===== config.mk =====
export PLATFORM = sky130hd
export DESIGN_NAME = feed_forward_node
export DESIGN_NICKNAME = d
export VERILOG_FILES = /design/src/rtl/feed_forward_node.sv
export SDC_FILE = /design/constraint.sdc
export NUM_CORES = 2
export LEC_CHECK = 0
export CORE_ASPECT_RATIO = 1.75
export CORE_MARGIN = 3
export CORE_UTILIZATION = 45
export CTS_CLUSTER_DIAMETER = 30
export DETAILED_ROUTE_END_ITERATION = 8
export DONT_BUFFER_PORTS = 1
export MAX_ROUTING_LAYER = met4
export PLACE_DENSITY = 0.6
export SLEW_MARGIN = 20
export SYNTH_ARGS = -nofsm -noshare
export SYNTH_HDL_FRONTEND = slang
export SYNTH_SLANG_ARGS = --single-unit

===== constraint.sdc =====
create_clock -name clk -period 10.7 [get_ports clk]
set_clock_uncertainty 0.1 [all_clocks]
set_input_delay 2.14 -clock clk [delete_from_list [all_inputs] [get_ports clk]]
set_output_delay 2.14 -clock clk [all_outputs]
set_load 0.02 [all_outputs]

===== src/rtl/feed_forward_node.sv =====
// Single-neuron float32 MAC: serial (weight, data) terms plus bias, optional LeakyReLU.
// Define FF_NODE_EXCEPTION_FLAG_EN to add o_exception (Inf/NaN or overflow seen in the neuron).
module feed_forward_node #(
  parameter int DATA_WIDTH           = 32,
  parameter int NUMBER_OF_INPUT_NODE = 32,
  parameter int LEAKYRELU_ENABLE     = 1
) (
  input  logic                  clk,
  input  logic                  rst_n,
  input  logic                  i_valid,
  input  logic [DATA_WIDTH-1:0] i_weight,
  input  logic [DATA_WIDTH-1:0] i_data,
  output logic [DATA_WIDTH-1:0] o_data,
  output logic                  o_valid
`ifdef FF_NODE_EXCEPTION_FLAG_EN
  ,
  output logic                  o_exception
`endif
);

  localparam int CNT_W = $clog2(NUMBER_OF_INPUT_NODE + 1);
  localparam logic [31:0] ALPHA = 32'h3C23D70A;

  // Truncating multiply; zero/denormal operands flush to signed zero.
  function automatic logic [31:0] fp_mul(input logic [31:0] a, input logic [31:0] b);
    logic               s;
    logic [47:0]        p;
    logic signed [9:0]  e;
    logic [22:0]        m;
    s = a[31] ^ b[31];
    p = {24'd0, 1'b1, a[22:0]} * {24'd0, 1'b1, b[22:0]};
    e = $signed({2'b00, a[30:23]}) + $signed({2'b00, b[30:23]}) - 10'sd127
        + $signed({9'd0, p[47]});
    m = p[47] ? p[46:24] : p[45:23];
    if (a[30:23] == 8'd0 || b[30:23] == 8'd0) return {s, 31'd0};
    else if (e >= 10'sd255)                   return {s, 8'hFF, 23'd0};
    else if (e <= 10'sd0)                     return {s, 31'd0};
    else                                      return {s, e[7:0], m};
  endfunction

  // Truncating add. The aligned smaller operand is kept as floor(exact), and on
  // subtraction the sticky bit is subtracted, so both paths yield floor(|sum|).
  function automatic logic [31:0] fp_add(input logic [31:0] a, input logic [31:0] b);
    logic [31:0]       x, y;
    logic [7:0]        d;
    logic [26:0]       mx, my_full, my, mask, diff, norm;
    logic              sticky, found;
    logic [27:0]       sum;
    logic [8:0]        es;
    logic [4:0]        lz;
    logic signed [9:0] ed;
    if (a[30:23] == 8'd0 && b[30:23] == 8'd0) return {a[31] & b[31], 31'd0};
    if (a[30:23] == 8'd0) return b;
    if (b[30:23] == 8'd0) return a;
    if (a[30:0] >= b[30:0]) begin x = a; y = b; end
    else                    begin x = b; y = a; end
    d       = x[30:23] - y[30:23];
    mx      = {1'b1, x[22:0], 3'b000};
    my_full = {1'b1, y[22:0], 3'b000};
    if (d >= 8'd27) begin
      my     = '0;
      sticky = 1'b1;
    end else begin
      mask   = (27'd1 << d) - 27'd1;
      my     = my_full >> d;
      sticky = |(my_full & mask);
    end
    if (x[31] == y[31]) begin
      sum = {1'b0, mx} + {1'b0, my};
      if (sum[27]) begin
        es = {1'b0, x[30:23]} + 9'd1;
        if (es >= 9'd255) return {x[31], 8'hFF, 23'd0};
        return {x[31], es[7:0], sum[26:4]};
      end
      return {x[31], x[30:23], sum[25:3]};
    end
    diff = mx - my - {26'd0, sticky};
    if (diff == 27'd0) return 32'd0;
    lz    = '0;
    found = 1'b0;
    for (int i = 26; i >= 0; i--) begin
      if (!found && diff[i]) begin
        lz    = 5'(26 - i);
        found = 1'b1;
      end
    end
    norm = diff << lz;
    ed   = $signed({2'b00, x[30:23]}) - $signed({5'd0, lz});
    if (ed <= 10'sd0) return {x[31], 31'd0};
    return {x[31], ed[7:0], norm[25:3]};
  endfunction

  logic [CNT_W-1:0] cnt_q, cnt_d;
  logic             cnt_last;
  logic             v1_q, first1_q, last1_q, last2_q;
  logic [31:0]      prod_q, prod_d, acc_q, acc_d, sum_d, act_d;
  logic [31:0]      o_data_q;
  logic             o_valid_q;

  always_comb begin
    cnt_last = (cnt_q == CNT_W'(NUMBER_OF_INPUT_NODE));
    cnt_d    = cnt_q;
    if (i_valid) cnt_d = cnt_last ? '0 : cnt_q + CNT_W'(1);
    prod_d = fp_mul(i_weight, i_data);
    sum_d  = fp_add(acc_q, prod_q);
    acc_d  = first1_q ? prod_q : sum_d;
    // -0.0 has a zero magnitude and therefore passes through unscaled.
    if (LEAKYRELU_ENABLE != 0 && acc_q[31] && acc_q[30:0] != 31'd0)
      act_d = fp_mul(acc_q, ALPHA);
    else
      act_d = acc_q;
  end

  always_ff @(posedge clk or negedge rst_n) begin
    if (!rst_n) begin
      cnt_q     <= '0;
      v1_q      <= 1'b0;
      first1_q  <= 1'b0;
      last1_q   <= 1'b0;
      prod_q    <= '0;
      acc_q     <= '0;
      last2_q   <= 1'b0;
      o_data_q  <= '0;
      o_valid_q <= 1'b0;
    end else begin
      cnt_q <= cnt_d;
      v1_q  <= i_valid;
      if (i_valid) begin
        prod_q   <= prod_d;
        first1_q <= (cnt_q == '0);
        last1_q  <= cnt_last;
      end
      if (v1_q) acc_q <= acc_d;
      last2_q   <= v1_q & last1_q;
      o_valid_q <= last2_q;
      if (last2_q) o_data_q <= act_d;
    end
  end

  assign o_data  = o_data_q;
  assign o_valid = o_valid_q;

`ifdef FF_NODE_EXCEPTION_FLAG_EN
  logic exc1_q, exc2_q, exc_q;

  always_ff @(posedge clk or negedge rst_n) begin
    if (!rst_n) begin
      exc1_q <= 1'b0;
      exc2_q <= 1'b0;
      exc_q  <= 1'b0;
    end else begin
      if (i_valid) exc1_q <= (prod_d[30:23] == 8'hFF);
      if (v1_q) begin
        if (first1_q) exc2_q <= exc1_q;
        else          exc2_q <= exc2_q | exc1_q | (sum_d[30:23] == 8'hFF);
      end
      if (v1_q && first1_q) exc_q <= 1'b0;
      if (last2_q) exc_q <= exc2_q | (act_d[30:23] == 8'hFF);
    end
  end

  assign o_exception = exc_q;
`endif

endmodule


**Word level (Yosys, flattened, before mapping)**

Cells that the tools add are included.

- Word-level logic and storage cells: 368
- Register bits: 107

- Shift-type cells: 3
- Add/subtract/negate cells: 14
- Reduce and logical (&&, ||, !) cells: 63
- Equal/unequal tests: 2
- Muxes and demuxes: 263
- Bitwise gates (word level): 4
- Order comparisons: 8
- Multipliers: 2

Operator list:

| cell | count |
|---|---|
| 32-bit 2-to-1 mux | 26 |
| 31-bit 2-to-1 mux | 7 |
| 1-bit 2-to-1 mux | 193 |
| 5-bit 2-to-1 mux | 30 |
| 27-bit 2-to-1 mux | 4 |
| 24-bit by 24-bit multiplier with 48-bit output | 1 |
| 24-bit by 23-bit multiplier with 47-bit output (second input constant) | 1 |
| 23-bit 2-to-1 mux | 2 |
| 8-bit logical NOT | 4 |
| 31-bit greater-or-equal comparator | 1 |
| 31-bit nonzero test | 1 |
| 27-bit by 27-bit adder with 28-bit output | 1 |
| 1-bit logical AND | 28 |
| 27-bit AND | 1 |
| 27-bit logical NOT | 1 |
| 27-bit OR reduction | 1 |
| 1-bit by 8-bit left shift with 27-bit output (first input constant) | 1 |
| 27-bit by 5-bit left shift with 26-bit output | 1 |
| 27-bit by 8-bit right shift with 27-bit output | 1 |
| 27-bit by 1-bit subtractor with 27-bit output | 1 |
| 27-bit by 1-bit subtractor with 27-bit output (second input constant) | 1 |
| 27-bit subtractor | 1 |
| 1-bit logical NOT | 26 |
| 10-bit by 2-bit adder with 10-bit output | 2 |
| 19 further kinds | 23 |

**Logic depth before layout (Yosys ltp)**

- Depth in word-level cells: 253
- Depth in mapped cells: 62
- Mapped depth without buffers: 56

**Worst setup path after synthesis**

OpenSTA, ideal clock, no wires.

- Kind: input to register
- Start point: in i_data[3]
- End point: reg prod_q[10]
- Stages: 45
- Path buffers: 4
- Arrival time: 12,292 ps
- Path slack: -1,833 ps
- Cell sequence: clkbuf_1 nand2_1 fa_1 inv_1 fa_1 fa_1 inv_1 fa_1 inv_1 fa_1 inv_1 fa_1 inv_1 fa_1 ha_1 a21o_1 a21o_1 a21oi_1 [9 not listed] a211o_1 clkbuf_1 buf_1 ha_1 inv_1 ha_1 fa_1 a21o_1 a21oi_1 o21bai_1 a21oi_1 xnor2_1 or4_1 nor3_1 nor2_1 o221ai_1 clkbuf_1 o22ai_1

- Cells in the longest elaborated chain, start to end: 6

Ends and longest elaborated chain:

| element | line | text |
|---|---|---|
| from (decl) | 12 | `input logic [DATA_WIDTH-1:0] i_data,` |
| 24-bit by 24-bit multiplier with 48-bit output * | 31 | `p = {24'd0, 1'b1, a[22:0]} * {24'd0, 1'b1, b[22:0]};` |
| 10-bit by 2-bit adder with 10-bit output | 33 | `+ $signed({9'd0, p[47]});` |
| 10-bit by 1-bit less-or-equal comparator with 1-bit output | 37 | `else if (e <= 10'sd0) return {s, 31'd0};` |
| 31-bit 2-to-1 mux | 37 |  |
| 31-bit 2-to-1 mux * | 36 | `else if (e >= 10'sd255) return {s, 8'hFF, 23'd0};` |
| 31-bit 2-to-1 mux * | 35 | `if (a[30:23] == 8'd0 \|\| b[30:23] == 8'd0) return {s, 31'd0};` |
| to (signal assigned) | 129 | `prod_q <= prod_d;` |
| to (decl) | 96 | `logic [31:0] prod_q, prod_d, acc_q, acc_d, sum_d, act_d;` |

Mark *: on every way between the ends. The rest lies on a longest branch, timed or not.
A chain may end at the register's enable or synchronous reset.

**Final worst setup path**

- Start point: in i_weight[10]
- End point: reg prod_q[1]

- Cells in the longest elaborated chain, start to end: 6

Ends and longest elaborated chain:

| element | line | text |
|---|---|---|
| from (decl) | 11 | `input logic [DATA_WIDTH-1:0] i_weight,` |
| 24-bit by 24-bit multiplier with 48-bit output * | 31 |  |
| 10-bit by 2-bit adder with 10-bit output | 33 |  |
| 10-bit by 1-bit less-or-equal comparator with 1-bit output | 37 |  |
| 31-bit 2-to-1 mux | 37 |  |
| 31-bit 2-to-1 mux * | 36 |  |
| 31-bit 2-to-1 mux * | 35 |  |

Marked as above.

==> impl_metrics.yaml <==
route:
  vias_per_cell: 5.65
  num_vias: 37100
  detail_route.drc_violations: 0
  detail-route-antenna-nets: 0
  drt_iter0_markers: 1811
  dr.pass1.iters: 6
  wire_per_inst_um: 23.7
  routed_wirelength_um: 155000
clocking:
  cts_max_level: 3
  path_clk_slew_ns: 0.08
  worst_skew_pair.late_latency_ns: 0.40
  cts_sinks: 107
  cts_tree: "built"
  cts_buffers: 9
  clockBufferDepth: 2
  cts-root-buf: "clkbuf_16"
grt:
  grt_pass1_vias: 40300
  grt_pass1_wl_um: 236000
  grt.met3_usage: 0.0323
  use_met1: 0.310
  top_usage_layer: "met2"
  grt.total_usage: 0.332
  grt_start_max_net_pins: 108
  antenna_found_initial: 1
  grt-ovfl-total: 0
  use_met2: 0.627
die:
  row_count: 147
  die_area_um2: 96900
  io_pins: 100
  die_w_um: 237
  core-area_um2: 92000
  initial_core_util: 0.455
  die_h_um: 410
worst_setup_path:
  crit_arrival_ns: 11.39
  worstSetupEndpointType: "flop"
  critical_path.most_common_cell: "fa_1"
  critPathSlowestCell: "or4_4"
  cp-start-kind: "input port"
  critPathKind: "input port to flop"
  slowest_delay_ns: 0.55
  crit_required_ns: 10.87
  cp_max_fo: 24
layout:
  syn_to_final_growth_pct: 17.1
  n_fill_cell: 8856
  layout_common_cells: "inv_1 (907), fa_1 (671), buf_4 (583)"
  fin_util: 0.533
  drive_above_1_share: 0.171
  final_common_cell: "inv_1"
  nets: 6683
  final_cells: 6564
timing:
  finalSetupViolCount: 61
  hold_viol_final: 0
  whs_ns: 0.396
  worst_slew_pin_slew_ns: 1.08
  rsz0062_at_grt: "true"
  tns_ns: -20.81
  period_minus_slack_ns: 11.22
  period_share: 1.05
  slew_headroom: 0.273
  worst_slack_ns: -0.519
  report.final.slew_viol_count: 0
  fmax_mhz: 89.1
status:
  violations: "setup timing"
  outcome: "complete, but fails checks"
place:
  routabilityCongestion: 1.05
  numPlacedInstances: 6504
  dp_hpwl_um: 130000
  port_buffers: 0
yosys:
  yosys_warnings: 0
  synth_cells: 4956
  syn-num-nets: 6273
  syn_avg_cell_area_um2: 8.45
  synthArstFlopShare: 1.00
  ys_seq_area_frac: 0.0639
  synth.ff_latch_count: 107
  synth_cell_types: 99
  synth-edff-count: 0
  synthFlopType: "dfrtp_1"
  syn_area_um2: 41900
worst_hold_path:
  hp-class: "flop to flop"
run:
  max_cap_viol_count: 0
-- cell families (layout without fill, tap and decap cells) --
logic type	Yosys count	in the layout	share of synthesized area
buf+inv	1150	1565	0.104
mux	110	110	0.0266
xor+xnor	101	101	0.0211
compound gates	866	866	0.134
other cells	0	1	0
simple gates	1371	1371	0.155
fa+ha+maj	1251	1251	0.495
flops	107	107	0.0639
-- metal layers --
metal  up-vias  wire [um]  share of wire
met5         -          0              0
met4         0      14400          0.093
met3       555       5180          0.033
met2      1031      84800           0.55
met1     18600      51100           0.33
li1      16900          -              -
-- what timing repair did --
action                                  4_1_cts  5_1_grt
hold endpoints to repair                      0        0
pin swaps                                   116       73
hold buffers                                  0        0
endpoints found under the setup margin       62       84
gates resized for setup                     168       90
setup buffers                                33       22
-- worst max-delay path: cells and delay by family --
| family | cells | cell delay [ns] |
|---|---|---|
| fa+ha+maj | 11 | 4.49 |
| compound gates | 15 | 2.40 |
| simple gates | 9 | 1.46 |
| buf+inv | 8 | 0.77 |
| xor+xnor | 1 | 0.11 |
-- Yosys cell counts (37+ instances only) --
library cell,instances,share of area
nor2b_1,38,0.0057
xnor2_1,74,0.015
a21o_1,65,0.012
dfrtp_1,107,0.064
mux2i_1,100,0.024
ha_1,573,0.17
nor3_1,71,0.0085
o21ai_0,184,0.022
a21oi_1,232,0.028
clkbuf_1,188,0.017
o211ai_1,40,0.0072
inv_1,927,0.083
and2_1,235,0.035
nand3_1,88,0.011
nand2_1,556,0.050
nor2_1,238,0.021
fa_1,677,0.32
o22ai_1,37,0.0055
-- registers in the layout (all words and copies together), names as in the netlist --
register / cells
first1_q: 1
acc_q: 32
v1_q: 1
cnt_q: 6
o_valid: 1
last2_q: 1
o_data: 32
last1_q: 1
prod_q: 32
-- layout make-up --
class	instances	area, um^2	share of cell area
multi-input cells	3699	36300	0.740
repair buffers	617	4790	0.0977
diodes	1	2.50	0.0000510
flip-flops and latches	107	2690	0.0549
clock buffers	11	243	0.00495
clock inverters	5	35.0	0.000715
inverters	932	3510	0.0716
well taps	1192	1490	0.0304
-- through the flow --
| stage | instance area, um^2 | worst slack [ns] |
|---|---|---|
| 2_1_floorplan | 42600 | -0.746 |
| 3_5_place_dp | 47200 | -1.44 |
| 6_report | 49000 | -0.519 |
| 3_3_place_gp | 47200 | -1.39 |
| 4_1_cts | 48500 | -0.606 |
| 5_1_grt | 49000 | -0.986 |
-- path summary, 6_finish.rpt --
path / startpoint / endpoint / slack, ns / cells after the start
setup / recovery: i_weight[10] / prod_q[1] / -0.52 / 44
hold / removal: last1_q / last2_q / 0.40 / 1
setup reg to reg: acc_q[28] / acc_q[20] / -0.52 / 54
hold reg to reg: last1_q / last2_q / 0.40 / 1
max in group asynchronous: rst_n / acc_q[19] / 8.93 / 0
min in group asynchronous: rst_n / o_data[20] / 1.33 / 0
Power is left out: the tool's default activity adds up to more than one toggle a clock period on the data nets, which glitch-free logic cannot reach.
